[config.mk]
export PLATFORM = sky130hd
export DESIGN_NAME = activation_sequencer
export DESIGN_NICKNAME = d
export VERILOG_FILES = /design/src/rtl/activation_sequencer.sv
export SDC_FILE = /design/constraint.sdc
export NUM_CORES = 1
export LEC_CHECK = 0
export ABC_CLOCK_PERIOD_IN_PS = 2500
export CAP_MARGIN = 20
export CORE_UTILIZATION = 41
export CTS_CLUSTER_SIZE = 12
export DETAILED_ROUTE_END_ITERATION = 6
export GPL_TIMING_DRIVEN = 0
export PLACE_DENSITY = 0.78
export SYNTH_ARGS = -nofsm -noshare
export SYNTH_HDL_FRONTEND = slang
export SYNTH_SLANG_ARGS = --single-unit
export TNS_END_PERCENT = 20
[constraint.sdc]
create_clock -name clk -period 2.5 [get_ports clk]
set_clock_uncertainty 0.2 [all_clocks]
set_input_delay 0.5 -clock clk [delete_from_list [all_inputs] [get_ports clk]]
set_output_delay 0.5 -clock clk [all_outputs]
set_load 0.01 [all_outputs]
[src/rtl/activation_sequencer.sv]
// Timestep controller for the activation_unit array: clear, NUM_TIMESTEPS stepped beats, capture, result handshake.
// Optional feature: define ACT_SEQ_ABORT_EN to add an abort input that cancels an in-flight window.
module activation_sequencer #(
  parameter int NUM_NEURONS   = 3,
  parameter int TIMER_WIDTH   = 5,
  parameter int NUM_TIMESTEPS = 16,
  parameter int STEP_W        = 5
) (
  input  logic                               clk,
  input  logic                               rstn,
  input  logic                               start,
`ifdef ACT_SEQ_ABORT_EN
  input  logic                               abort,
`endif
  output logic                               busy,
  input  logic                               mp_valid,
  output logic                               mp_ready,
  output logic                               act_clear,
  output logic                               act_en,
  output logic [STEP_W-1:0]                  timestep,
  input  logic [NUM_NEURONS*TIMER_WIDTH-1:0] spikes_in,
  output logic [NUM_NEURONS*TIMER_WIDTH-1:0] result_data,
  output logic                               result_valid,
  input  logic                               result_ready,
  output logic                               done
);
  localparam int DW = NUM_NEURONS * TIMER_WIDTH;
  localparam logic [STEP_W-1:0] LAST_STEP = STEP_W'(NUM_TIMESTEPS - 1);

  typedef enum logic [2:0] {
    S_IDLE,
    S_CLEAR,
    S_WAIT_MP,
    S_STEP,
    S_DRAIN,
    S_CAPTURE,
    S_OUTPUT
  } state_t;

  state_t            state_q, state_d;
  logic [STEP_W-1:0] ts_q, ts_d;
  logic [DW-1:0]     rd_q, rd_d;
  logic              done_q, done_d;
  logic              abclr_q, abclr_d;
  logic              abort_req;

`ifdef ACT_SEQ_ABORT_EN
  assign abort_req = abort && (state_q != S_IDLE);
`else
  assign abort_req = 1'b0;
`endif

  always_comb begin
    state_d = state_q;
    ts_d    = ts_q;
    rd_d    = rd_q;
    done_d  = 1'b0;
    abclr_d = 1'b0;
    case (state_q)
      S_IDLE:    if (start) state_d = S_CLEAR;
      S_CLEAR: begin
        ts_d    = '0;
        state_d = S_WAIT_MP;
      end
      S_WAIT_MP: if (mp_valid) state_d = S_STEP;
      S_STEP: begin
        if (ts_q == LAST_STEP) begin
          state_d = S_DRAIN;
        end else begin
          ts_d    = ts_q + STEP_W'(1);
          state_d = S_WAIT_MP;
        end
      end
      S_DRAIN:   state_d = S_CAPTURE;
      S_CAPTURE: begin
        rd_d    = spikes_in;
        state_d = S_OUTPUT;
      end
      S_OUTPUT: begin
        if (result_ready) begin
          state_d = S_IDLE;
          done_d  = 1'b1;
        end
      end
      default:   state_d = S_IDLE;
    endcase
    // Abort wins over any handshake in the same cycle and leaves a clear pulse behind.
    if (abort_req) begin
      state_d = S_IDLE;
      ts_d    = ts_q;
      rd_d    = rd_q;
      done_d  = 1'b0;
      abclr_d = 1'b1;
    end
  end

  always_ff @(posedge clk) begin
    if (!rstn) begin
      state_q <= S_IDLE;
      ts_q    <= '0;
      rd_q    <= '0;
      done_q  <= 1'b0;
      abclr_q <= 1'b0;
    end else begin
      state_q <= state_d;
      ts_q    <= ts_d;
      rd_q    <= rd_d;
      done_q  <= done_d;
      abclr_q <= abclr_d;
    end
  end

  assign busy         = (state_q != S_IDLE);
  assign mp_ready     = (state_q == S_WAIT_MP);
  assign act_clear    = (state_q == S_CLEAR) || abclr_q;
  assign act_en       = (state_q == S_STEP);
  assign result_valid = (state_q == S_OUTPUT);
  assign timestep     = ts_q;
  assign result_data  = rd_q;
  assign done         = done_q;
endmodule
==> impl_metrics.env <==
export IMPL_slowest_stage="clkdlybuf4s50_1"
export IMPL_synth_warning_count=0
export IMPL_antenna_found_initial=0
export IMPL_period_share_pct=97.1
export IMPL_drt_initial_drc_count=14
export IMPL_fin_area_mm2=0.00165
export IMPL_start_kind="register"
export IMPL_cp_max_fo=10
export IMPL_finalMaxSlewViolations=0
export IMPL_grt_start_max_net_pins=15
export IMPL_port_buffers=45
export IMPL_ys_top_cells_by_count="nand2_1, dfxtp_1, a21oi_1"
export IMPL_finalHoldViolations=0
export IMPL_yosys_cell_types_count=31
export IMPL_reg2reg_from="timestep[0]"
export IMPL_synth_largest_area_cell="dfxtp_1"
export IMPL_synthAdderAreaFrac_pct=2.34
export IMPL_fin_cells=207
export IMPL_hp_class="register to register"
export IMPL_rows=18
export IMPL_start_util_pct=43.2
export IMPL_ant_nets=0
export IMPL_status="finished, final reports clean"
export IMPL_ioPinCount=46
export IMPL_drc_errors=0
export IMPL_grt_pass1_wl_um=4120
export IMPL_synth_area_mux_share_pct=0
export IMPL_comb_power_share_pct=12.7
export IMPL_slowest_delay_ns=0.52
export IMPL_cts_buffers_inserted=3
export IMPL_rr_worst_depth=7
export IMPL_setup_ws_ns=0.0733
export IMPL_ys_seq_elements=24
export IMPL_synth_top_flop_cell="dfxtp_1"
export IMPL_core_mm2=0.00248
export IMPL_place_ws_ns=0.184
export IMPL_clk_pin_slew_worst_paths_ns=0.14
export IMPL_die_area_mm2=0.00282
export IMPL_synth_top_area_share_pct=44.9
export IMPL_final_nets=200
export IMPL_vias=1063
export IMPL_async_flop_share_pct=0
export IMPL_end_kind="primary output"
export IMPL_cts_buffer_depth=2
export IMPL_netlist_instances=126
export IMPL_htree_num_levels=1
export IMPL_cts_tree="yes"
export IMPL_wl_um=2640
export IMPL_synthesis_nets=148
export IMPL_grt_pass1_vias=951
export IMPL_yosysMostFrequentCell="nand2_1"
export IMPL_avgViaCountPerCell=5.14
export IMPL_ir_drop_mv=0.307
export IMPL_met1_length_um=1120
export IMPL_drv_cap=0
export IMPL_synth_xor_area_share_pct=0
export IMPL_cts_root_buf="clkbuf_4"
export IMPL_synth_edf_count=0
export IMPL_avgSynthCellArea_um2=8.49
export IMPL_synth_area_mm2=0.00107
export IMPL_finalSetupViolCount=0
export IMPL_grt_total_usage_pct=19.9
export IMPL_dpl_cell_area_mm2=0.00156
export IMPL_worstHoldStart="result_data[10]"
export IMPL_worstSetupPathType="register to primary output"
export IMPL_drive_gt1_share_pct=11.3
export IMPL_ys_seq_area_share_pct=44.9
export IMPL_dp_hpwl_um=1950
export IMPL_place_gp_congestion=0.754
export IMPL_maxUsedRoutingLayer="met4"
export IMPL_placed_cells=201
export IMPL_synthSimpleGateAreaFrac_pct=30.5
export IMPL_min_period_ns=2.43
export IMPL_rrSetupSlack_ns=0.25
export IMPL_cp_required_ns=1.80
export IMPL_synth_compound_area_share_pct=15.0
export IMPL_synth_top_family_by_area="simple AND/OR/NAND/NOR gates"
export IMPL_clock_fmax_mhz=412
export IMPL_path_cells="buf_4, nor2b_4, and2_1, clkdlybuf4s50_1"
export IMPL_min_path_cells=2
export IMPL_intPower_uw=608
export IMPL_diodes=0
export IMPL_synth_area_leaders="dfxtp_1, nand2_1, a21oi_1"
export IMPL_die_y_um=53.1
export IMPL_relSlewSlack_pct=69.6
export IMPL_rsz0062_at_grt="no"
export IMPL_powerDensity_mw_per_mm2=468
export IMPL_crit_reg2reg_capture="timestep[3]"
export IMPL_seqPwrFrac_pct=50.7
export IMPL_syn2layout_area_growth_pct=53.8
export IMPL_grt_overflow=0
export IMPL_n_fill_cell=235
export IMPL_pwr_share_clk_pct=36.6
export IMPL_cts_sinks=24
export IMPL_die_x_um=53.1
export IMPL_post_drt_wl_per_cell_um=12.8
export IMPL_fin_setup_tns_ns=0
export IMPL_switchingPower_uw=163
export IMPL_tightest_slew_ns=0.456
export IMPL_min_to="result_data[10]"
export IMPL_swShare_pct=21.1
export IMPL_worst_skew_pair_late_latency_ns=0.32
export IMPL_arrival_ns=1.73
export IMPL_p_leak_nw=0.632
export IMPL_dr_wl_met3_um=164
export IMPL_wl_met2_um=1350
export IMPL_dr_pass1_iters=4
==> critical path: cells and delay by family (launching register included) <==
kind | cells | cell delay (ns)
buffers and inverters | 2 | 0.69
and+or+nand+nor | 2 | 0.33
DFF | 1 | 0.39
==> registers in the layout (all words and copies together), names as in the netlist <==
| signal | flops |
|---|---|
| state_q | 3 |
| done | 1 |
| result_data | 15 |
| timestep | 5 |
==> power by group through the flow <==
stage	sequential, mW	clock [mW]	combinational (mW)
after floorplan	0.398	0	0.0390
after global placement	0.398	0	0.0893
after detailed placement	0.399	0	0.0904
after CTS	0.391	0.281	0.0937
after global routing	0.392	0.300	0.105
final	0.391	0.282	0.0977
==> worst max path at each step <==
stage,start,to,cells after the start
2_1_floorplan,timestep[0],timestep[3],7
3_3_place_gp,state_q[0],act_en,4
3_5_place_dp,state_q[0],act_en,4
4_1_cts,state_q[0],act_en,4
5_1_grt,state_q[0],act_en,4
6_report,state_q[0],act_en,4
==> per-layer routing <==
| metal | vias to the layer above | GRT usage, % |
|---|---|---|
| met5 | - | 0 |
| met4 | 0 | 5.26 |
| met3 | 2 | 2.59 |
| met2 | 36 | 37.3 |
| met1 | 487 | 23.3 |
| li1 | 538 | - |
==> cells in the final DEF, fill, tap and decap left out, types with 2 or more instances in the layout <==
cell,netlist,layout
dfxtp_1,24,22
clkbuf_1,3,2
or4b_1,3,3
nand3_1,4,4
nand2_1,35,35
inv_1,2,2
nand2b_1,2,2
nand4b_1,2,2
ha_1,2,2
a31oi_1,4,4
clkbuf_8,2,2
buf_2,4,2
and3b_1,2,2
o21ai_0,2,2
clkbuf_4,0,3
nor2_1,4,4
a21oi_1,16,16
clkdlybuf4s50_1,0,43
buf_4,0,4
==> kinds of logic (layout without fill, tap and decap cells) <==
group	Yosys count	in the layout
AO/OA/AOI/OAI	27	27
adder cells (fa/ha/maj)	2	2
buffers and inverters	12	63
flip-flops	24	24
AND/OR/NAND/NOR	61	61
==> timing repair <==
action | in CTS | in global routing
resized for setup | 6 | 4
buffers inserted | 0 | 2
endpoints found under the setup margin | 3 | 2
hold buffers | 0 | 0
pin swaps | 0 | 0
==> cell type report <==
type | count | area [um^2] | area share (%)
inverters | 2 | 7.51 | 0.456
repair buffers | 47 | 467 | 28.4
plain buffers | 10 | 76.3 | 4.64
flip-flops and latches | 24 | 485 | 29.5
well taps | 30 | 37.5 | 2.28
clock inverters | 1 | 30.0 | 1.83
multi-input cells | 90 | 519 | 31.6
clock buffers | 3 | 22.5 | 1.37
==> through the flow <==
stage | hold WS, ns | util (%) | total power [mW]
after floorplan | 0.278 | - | 0.437
after global placement | 0.242 | 62.9 | 0.488
after detailed placement | 0.248 | 62.9 | 0.489
after CTS | 0.266 | 65.5 | 0.766
after global routing | 0.289 | 66.4 | 0.797
final | 0.266 | 66.4 | 0.771
(Power assumes the default switching activity.)
